### src/rtl/educell_esm_pkg.sv
// Shared definitions for the EDU cell ESM index sequencer: state encoding,
// a constant clog2 helper and the default snapshot width (aqmeas threshold).
`ifndef EDUCELL_AQMEAS_THRESHOLD
`define EDUCELL_AQMEAS_THRESHOLD 8
`endif

package educell_esm_pkg;

  localparam int ESM_W_DEF = `EDUCELL_AQMEAS_THRESHOLD;

  typedef enum logic [1:0] {
    IDLE = 2'd0,
    EMIT = 2'd1,
    DONE = 2'd2
  } esm_state_e;

  function automatic int clog2(input int value);
    int r;
    r = 0;
    for (int i = 0; i < 31; i++) begin
      if ((1 << i) < value) r = i + 1;
    end
    return r;
  endfunction

endpackage

### src/rtl/educell_esm_prienc.sv
// Combinational priority encoder over an ESM snapshot: lowest set bit by
// default, highest set bit when ESMIDX_MSB_FIRST_EN is defined.
module educell_esm_prienc #(
  parameter int W     = 8,
  parameter int IDX_W = 3
) (
  input  logic [W-1:0]     vec_i,
  output logic [IDX_W-1:0] idx_o,
  output logic             any_o,
  output logic             onehot_o
);

  always_comb begin
    idx_o = '0;
`ifdef ESMIDX_MSB_FIRST_EN
    // Ascending scan: the last hit, i.e. the highest set bit, wins.
    for (int i = 0; i < W; i++) begin
      if (vec_i[i]) idx_o = IDX_W'(i);
    end
`else
    // Descending scan: the last hit, i.e. the lowest set bit, wins.
    for (int i = W - 1; i >= 0; i--) begin
      if (vec_i[i]) idx_o = IDX_W'(i);
    end
`endif
  end

  assign any_o    = |vec_i;
  assign onehot_o = any_o && ((vec_i & (vec_i - W'(1))) == '0);

endmodule

### src/rtl/educell_esmunit_idx_seq.sv
// Sequential ESM set-bit index streamer: accepts one snapshot, emits up to
// MAX_IDX set-bit indices, then pulses done with popcount/overflow.
// Optional ESMIDX_MSB_FIRST_EN streams indices highest-first.
module educell_esmunit_idx_seq
  import educell_esm_pkg::*;
#(
  parameter  int ESM_W   = ESM_W_DEF,
  parameter  int MAX_IDX = 2,
  localparam int IDX_W   = (clog2(ESM_W) < 1) ? 1 : clog2(ESM_W),
  localparam int CNT_W   = clog2(ESM_W + 1),
  localparam int ORD_W   = clog2(MAX_IDX) + 1
) (
  input  logic             clk,
  input  logic             rst,
  // Both ports: a transfer happens in a cycle where valid and ready are both
  // high; the producer holds its payload stable while valid is high and ready low.
  input  logic             in_valid,
  output logic             in_ready,
  input  logic [ESM_W-1:0] in_esm,
  output logic             out_valid,
  input  logic             out_ready,
  output logic [IDX_W-1:0] out_idx,
  output logic [ORD_W-1:0] out_ord,
  output logic             out_last,
  output logic             done,
  output logic [CNT_W-1:0] cnt,
  output logic             overflow,
  output logic             busy,
  output logic [1:0]       dbg_state
);

  esm_state_e       state_q, state_d;
  logic [ESM_W-1:0] work_q, work_d;
  logic [ORD_W-1:0] emit_q, emit_d;
  logic [CNT_W-1:0] cnt_q, cnt_d;
  logic [CNT_W-1:0] pop;
  logic [IDX_W-1:0] pe_idx;
  logic             pe_any;
  logic             pe_onehot;
  logic             last;

  educell_esm_prienc #(
    .W     (ESM_W),
    .IDX_W (IDX_W)
  ) u_prienc (
    .vec_i    (work_q),
    .idx_o    (pe_idx),
    .any_o    (pe_any),
    .onehot_o (pe_onehot)
  );

  always_comb begin
    pop = '0;
    for (int i = 0; i < ESM_W; i++) begin
      pop = pop + CNT_W'(in_esm[i]);
    end
  end

  // Stream ends on the MAX_IDX-th index or when only one bit remains.
  assign last = (emit_q == ORD_W'(MAX_IDX - 1)) || pe_onehot;

  always_ff @(posedge clk or posedge rst) begin
    if (rst) begin
      state_q <= IDLE;
      work_q  <= '0;
      emit_q  <= '0;
      cnt_q   <= '0;
    end else begin
      state_q <= state_d;
      work_q  <= work_d;
      emit_q  <= emit_d;
      cnt_q   <= cnt_d;
    end
  end

  always_comb begin
    state_d   = state_q;
    work_d    = work_q;
    emit_d    = emit_q;
    cnt_d     = cnt_q;
    in_ready  = 1'b0;
    out_valid = 1'b0;
    out_idx   = '0;
    out_ord   = '0;
    out_last  = 1'b0;
    done      = 1'b0;
    cnt       = '0;
    overflow  = 1'b0;
    case (state_q)
      IDLE: begin
        in_ready = 1'b1;
        if (in_valid) begin
          work_d  = in_esm;
          cnt_d   = pop;
          emit_d  = '0;
          state_d = (in_esm != '0) ? EMIT : DONE;
        end
      end
      EMIT: begin
        out_valid = pe_any;
        out_idx   = pe_idx;
        out_ord   = emit_q;
        out_last  = last;
        if (out_ready && pe_any) begin
          work_d = work_q & ~(ESM_W'(1) << pe_idx);
          emit_d = emit_q + ORD_W'(1);
          if (last) state_d = DONE;
        end
      end
      DONE: begin
        done     = 1'b1;
        cnt      = cnt_q;
        overflow = (cnt_q > CNT_W'(MAX_IDX));
        work_d   = '0;
        state_d  = IDLE;
      end
      default: state_d = IDLE;
    endcase
  end

  assign busy      = (state_q != IDLE);
  assign dbg_state = state_q;

endmodule

### config.mk
export PLATFORM = sky130hd
export DESIGN_NAME = educell_esmunit_idx_seq
export DESIGN_NICKNAME = d
export VERILOG_FILES = /design/src/rtl/educell_esm_pkg.sv /design/src/rtl/educell_esm_prienc.sv /design/src/rtl/educell_esmunit_idx_seq.sv
export SDC_FILE = /design/constraint.sdc
export NUM_CORES = 1
export LEC_CHECK = 0
export ABC_AREA = 1
export CELL_PAD_IN_SITES_DETAIL_PLACEMENT = 0
export CELL_PAD_IN_SITES_GLOBAL_PLACEMENT = 1
export CORE_UTILIZATION = 25
export DETAILED_ROUTE_END_ITERATION = 10
export PLACE_DENSITY_LB_ADDON = 0.1
export RECOVER_POWER = 25
export SETUP_SLACK_MARGIN = 0.02
export SLEW_MARGIN = 20
export SYNTH_ARGS = -nofsm -noshare
export SYNTH_HDL_FRONTEND = slang
export SYNTH_SLANG_ARGS = --single-unit
### constraint.sdc
create_clock -name clk -period 3.1 [get_ports clk]
set_input_delay 0.775 -clock clk [delete_from_list [all_inputs] [get_ports clk]]
set_output_delay 0.775 -clock clk [all_outputs]
set_load 0.05 [all_outputs]
=== Yosys cells after proc, flatten, opt, wreduce, memory -nomap -nowiden ===
Cells that the tools add are included.

* Register bits: 16
* Bits of input ports: 12
* Output and inout bits: 17

* Add/subtract/negate cells: 9
* $lt $le $gt $ge: 1
* Equality and inequality tests: 6
* Shift-type cells: 1
* Muxes and demuxes: 27
* Bitwise operators: 3
* Reductions and logical operators: 14

{| class="wikitable"
|+ Operators with widths
! kind !! count
|-
| two-way mux 3 bit || 9
|-
| case mux 8 bit (3 select lines) || 1
|-
| adder 4 x 1 -> 4 bit || 4
|-
| bitwise AND 8 bit || 2
|-
| two-way mux 8 bit || 2
|-
| two-way mux 2 bit || 7
|-
| AND reduction 3 bit || 3
|-
| zero test 8 bit || 1
|-
| NOT 8 bit || 1
|-
| case mux 2 bit (2 select lines) || 2
|-
| nonzero test 8 bit || 1
|-
| OR reduction 8 bit || 1
|-
| left shift 1 x 3 -> 8 bit (first input constant) || 1
|-
| subtractor 8 x 1 -> 8 bit (second input constant) || 1
|-
| inequality test 2 bit (second input constant) || 3
|-
| two-way mux 1 bit || 5
|-
| adder 3 x 1 -> 4 bit || 1
|-
| == test 2 x 1 -> 1 bit (second input constant) || 2
|-
| greater-than comparator 4 x 2 -> 1 bit (second input constant) || 1
|-
| two-way mux 4 bit || 1
|-
| nonzero test 2 bit || 2
|-
| adder 2 x 1 -> 3 bit || 1
|-
| nonzero test 3 bit || 1
|-
| adder 1 x 1 -> 2 bit || 1
|-
| 6 further kinds || 7
|}

=== Depth between registers and ports, before layout ===
* Depth in word-level cells: 13
* Depth in mapped cells: 12

=== Modules after synthesis ===
From an unflattened synthesis, not the netlist that was laid out.

* Cells, all modules: 209
* Area, all modules: 1,396.3 um^2

{| class="wikitable"
|+ Modules (own cells, without submodules)
! module !! times used !! cells an instance !! area each (um^2) !! seq. area each (um^2)
|-
| educell_esmunit_idx_seq || 1 || 172 || 1,218.7 || 400.4
|-
| educell_esm_prienc || 1 || 37 || 177.7 || 0.0
|}

=== Least setup slack after synthesis ===
Ideal clock, no wire load.

* Path type: input to register
* From: input port in_esm[0]
* To: register cnt_q[1]
* Setup time: 0.125 ns
* Data arrival time: 3.150 ns
* Required time: 2.975 ns
* Path slack: -0.175 ns
* Stages on the path: 8
* Cell sequence: fa_1 -> inv_1 -> fa_1 -> fa_1 -> inv_1 -> ha_1 -> fa_1 -> mux2_2

* Word-level cells in the longest chain between the ends: 7

{| class="wikitable"
|+ RTL lines
! element !! line !! RTL
|-
| from (decl) || educell_esmunit_idx_seq.sv:19 || <nowiki>input logic [ESM_W-1:0] in_esm,</nowiki>
|-
| adder 1 x 1 -> 2 bit || educell_esmunit_idx_seq.sv:55 || <nowiki>pop = pop + CNT_W'(in_esm[i]);</nowiki>
|-
| adder 2 x 1 -> 3 bit || educell_esmunit_idx_seq.sv:55 ||
|-
| adder 3 x 1 -> 4 bit || educell_esmunit_idx_seq.sv:55 ||
|-
| adder 4 x 1 -> 4 bit (4 in a row) || educell_esmunit_idx_seq.sv:55 ||
|-
| named net pop[1] || educell_esmunit_idx_seq.sv:36 || <nowiki>logic [CNT_W-1:0] pop;</nowiki>
|-
| to (signal assigned) || educell_esmunit_idx_seq.sv:72 || <nowiki>cnt_q <= cnt_d;</nowiki>
|-
| to (decl) || educell_esmunit_idx_seq.sv:35 || <nowiki>logic [CNT_W-1:0] cnt_q, cnt_d;</nowiki>
|}

The timed path passes the listed nets, and every way through them passes these cells.
A chain may end at the register's enable or synchronous reset.

=== Worst setup path in the final report ===
Ends and elaborated chain as after synthesis.

==> key figures <==
Final layout
  • Fillers: 575
  • Core Util, Final: 35.1%
  • Non-Filler Instances: 295
  • Nets: 251
  • Ratio of cells with drive above 1 in the final layout: 18.2%
  • Multi-input gate area: 766 µm²
  • Final instance area: 0.00179 mm²
  • Register area: 400 µm²
  • Most frequent cells in the layout: nand2_1 (43), inv_1 (34), clkdlybuf4s50_1 (19), dfrtp_1 (16)
  • Diode count: 0
  • Area delta synth->final: 35.1%
  • Commonest non-fill, non-tap cell in the layout: nand2_1

Placement
  • Setup WS pre-CTS: -703 ps
  • PortBufs: 28
  • Placement Cell Area: 0.00172 mm²
  • GP Congestion: 0.683
  • Detailed Place HPWL: 2.75 mm
  • Number of placed cells counting well taps: 290

Clock tree
  • Maximum level of the CTS H-tree: 1
  • Num CTS Buffers: 3
  • Root buffer cell: clkbuf_8
  • CTS tree: built
  • Clock slew at the register clock pins of the worst setup and hold paths: 70 ps
  • CTS max path bufs: 2
  • Clock Latency Late Sink: 250 ps
  • Total clock sinks: 16

Flow run
  • Max-cap violations: 0

Logic synthesis
  • Syn Area/Cell: 7.01 µm²
  • Synthesized flop and latch total: 16
  • Mapped Cells: 189
  • Post-synthesis sequential area ratio: 30.2%
  • Mapped Nets: 213
  • Netlist cell types: 27
  • Ys Warns: 0
  • Mapped cell area: 0.00133 mm²

Floorplanning
  • Number of top-level pins: 29
  • Die Height: 74.8 µm
  • Width of the die: 74.8 µm
  • Starting Density: 25.9%
  • Core Region: 0.00511 mm²
  • Area of the die: 0.00560 mm²
  • Site row count: 26

Global route
  • Vias in the first global route: 1260
  • Met3 Use GR: 2.14%
  • Largest net degree at the start of global routing: 17
  • Met1 Usage GRT: 18.6%
  • Most Used Layer, Global Route: met2
  • GRT met2 Usage: 23.6%
  • Remaining Overflow, GRT: 0
  • Initial antenna violation count: 0
  • Global-route wire length before repair: 5.86 mm
  • Total GRT Usage: 14.2%

Timing
  • Final hold slack: 502 ps
  • Final setup viols: 1
  • RSZ-0062 raised after global routing: yes
  • Fin crit share: 102%
  • Final min period: 3150 ps
  • Slew @ Worst Pin: 676 ps
  • Final hold vios: 0
  • Max Clk Rate: 0.317 GHz
  • Slew HR: 54.9%
  • Fin worst setup slack: -53.5 ps
  • Slew Viols, Final: 0
  • Setup Skew: 3.91 ps

Routing
  • Initial detailed-routing violation count: 33
  • Vias: 1247
  • Detail Route Antenna Nets: 0
  • Routed WL per cell: 11.5 µm
  • First-pass detailed-route iteration total: 4
  • # DRC: 0
  • Routed wire length: 3.40 mm
  • Vias/cell: 4.23

Critical path
  • WP buf/inv: 3
  • Startpoint types: input port
  • FF-to-FF End: work_q[7]$_DFFE_PP0P_
  • Crit. End Element: flop
  • Crit path required time: 3240 ps
  • Reg2Reg Setup Slack: 1250 ps
  • R2r worst-path depth: 8
  • Worst stage delay on the critical path: 530 ps
  • Crit-path leading delay family: adder cells
  • WP depth: 9
  • CP max-delay cell: fa_1
  • Crit path cell chain: buf_6 > fa_1 > inv_1 > fa_1 > fa_1 > inv_2 > ha_4 > fa_2 > mux2_4
  • Most used cell, CP: fa_1
  • CP Max Fanout: 2
  • Arrival @ worst endpoint: 3290 ps
  • Worst r2r src: dbg_state[1]$_DFFE_PP0P_
  • Critical path class: in2reg

Pwr
  • Static Leak: 0.900 nW
  • PD cells: 1050 mW/mm²
  • VDD IR-drop max: 0.000397 V

Min path
  • Hold EP: emit_q[0]$_DFFE_PP0P_
  • HP Class: reg2reg
  • Hold depth: 1
  • HP Start: emit_q[0]$_DFFE_PP0P_

Run status
  • Failing checks: negative setup slack
  • Status: finished, violations left
## cells in the mapped netlist
library cell | count | area [µm²]
inv_1 | 35 | 131
mux2_2 | 2 | 22.5
nand3_1 | 11 | 55.1
buf_6 | 1 | 11.3
o22ai_1 | 1 | 6.26
nand4_1 | 2 | 12.5
nand3_4 | 1 | 17.5
xnor2_1 | 1 | 8.76
o31ai_1 | 3 | 22.5
nor4_1 | 1 | 6.26
o21bai_1 | 1 | 7.51
fa_1 | 4 | 80.1
dfrtp_1 | 16 | 400
buf_1 | 1 | 3.75
nand2_1 | 43 | 161
nor3_1 | 2 | 10.0
o21ai_0 | 8 | 40.0
inv_2 | 9 | 33.8
or2_1 | 1 | 6.26
or2_2 | 1 | 6.26
nor2_2 | 3 | 18.8
ha_1 | 8 | 100
nor2_1 | 11 | 41.3
o211ai_1 | 1 | 7.51
a21oi_1 | 8 | 40.0
nand2_2 | 3 | 18.8
o21ai_1 | 11 | 55.1
## worst register-to-register path, cell delays in order, from the launching register on
cell and delay, ps:
dfrtp_1 410, inv_1 90, ha_2 330, inv_1 240
nand3_1 190, nand3_4 190, nand2_1 120, inv_1 40
o21bai_1 140
## flip-flops by register name (all words and copies together) (netlist names)
name / count
dbg_state: 2
work_q: 8
emit_q: 2
cnt_q: 4
## area by class of cell
cell class                 instances  share of cell area (%)
clock buffer                       3                    2.31
inverter                          44                    9.22
multi-input combinational        127                    42.8
sequential                        16                    22.4
tap                               70                    4.89
timing repair buffer              35                    18.4
## worst max-delay path by stage
stage | startpoint | to | slack, ps
2_1_floorplan | in_esm[0] | cnt_q[1]$_DFFE_PP0P_ | -140
4_1_cts | in_esm[3] | cnt_q[1]$_DFFE_PP0P_ | -160
3_3_place_gp | in_esm[0] | cnt_q[1]$_DFFE_PP0P_ | -670
5_1_grt | in_esm[0] | cnt_q[1]$_DFFE_PP0P_ | -110
3_5_place_dp | in_esm[0] | cnt_q[1]$_DFFE_PP0P_ | -700
6_report | in_esm[0] | cnt_q[1]$_DFFE_PP0P_ | -50
## per-layer routing
| metal | routed length [µm] | share of wire (%) |
|---|---|---|
| met1 | 1660 | 49 |
| met2 | 1640 | 48 |
| met3 | 76 | 2.2 |
| met4 | 31 | 0.91 |
| met5 | 0 | 0 |
## cell families after synthesis
group / after synthesis / synth area share [%]
xor+xnor: 1 / 0.661
fa+ha+maj: 12 / 13.6
compound gates: 33 / 13.5
simple gates: 79 / 26.7
mux: 2 / 1.70
buf+inv: 46 / 13.6
flops: 16 / 30.2
## metrics by stage
step | power (mW) | setup TNS [ps]
final | 1.87 | -53.5
after global routing | 2.07 | -127
after CTS | 1.90 | -209
after detailed placement | 1.71 | -2000
after global placement | 1.71 | -1880
after floorplan | 1.37 | -155
## power by group
group          total (mW)  internal (mW)  switching (mW)
sequential          0.399          0.300          0.0996
combinational        1.32          0.456           0.861
clock               0.158         0.0861          0.0715
## what timing repair did
action	in CTS	in global routing
setup buffers	1	1
hold buffers	0	0
endpoints found under the setup margin	4	3
gates resized for setup	16	2
gates cloned	0	0
pin swaps	4	4
Power figures use the tool's default switching activity.
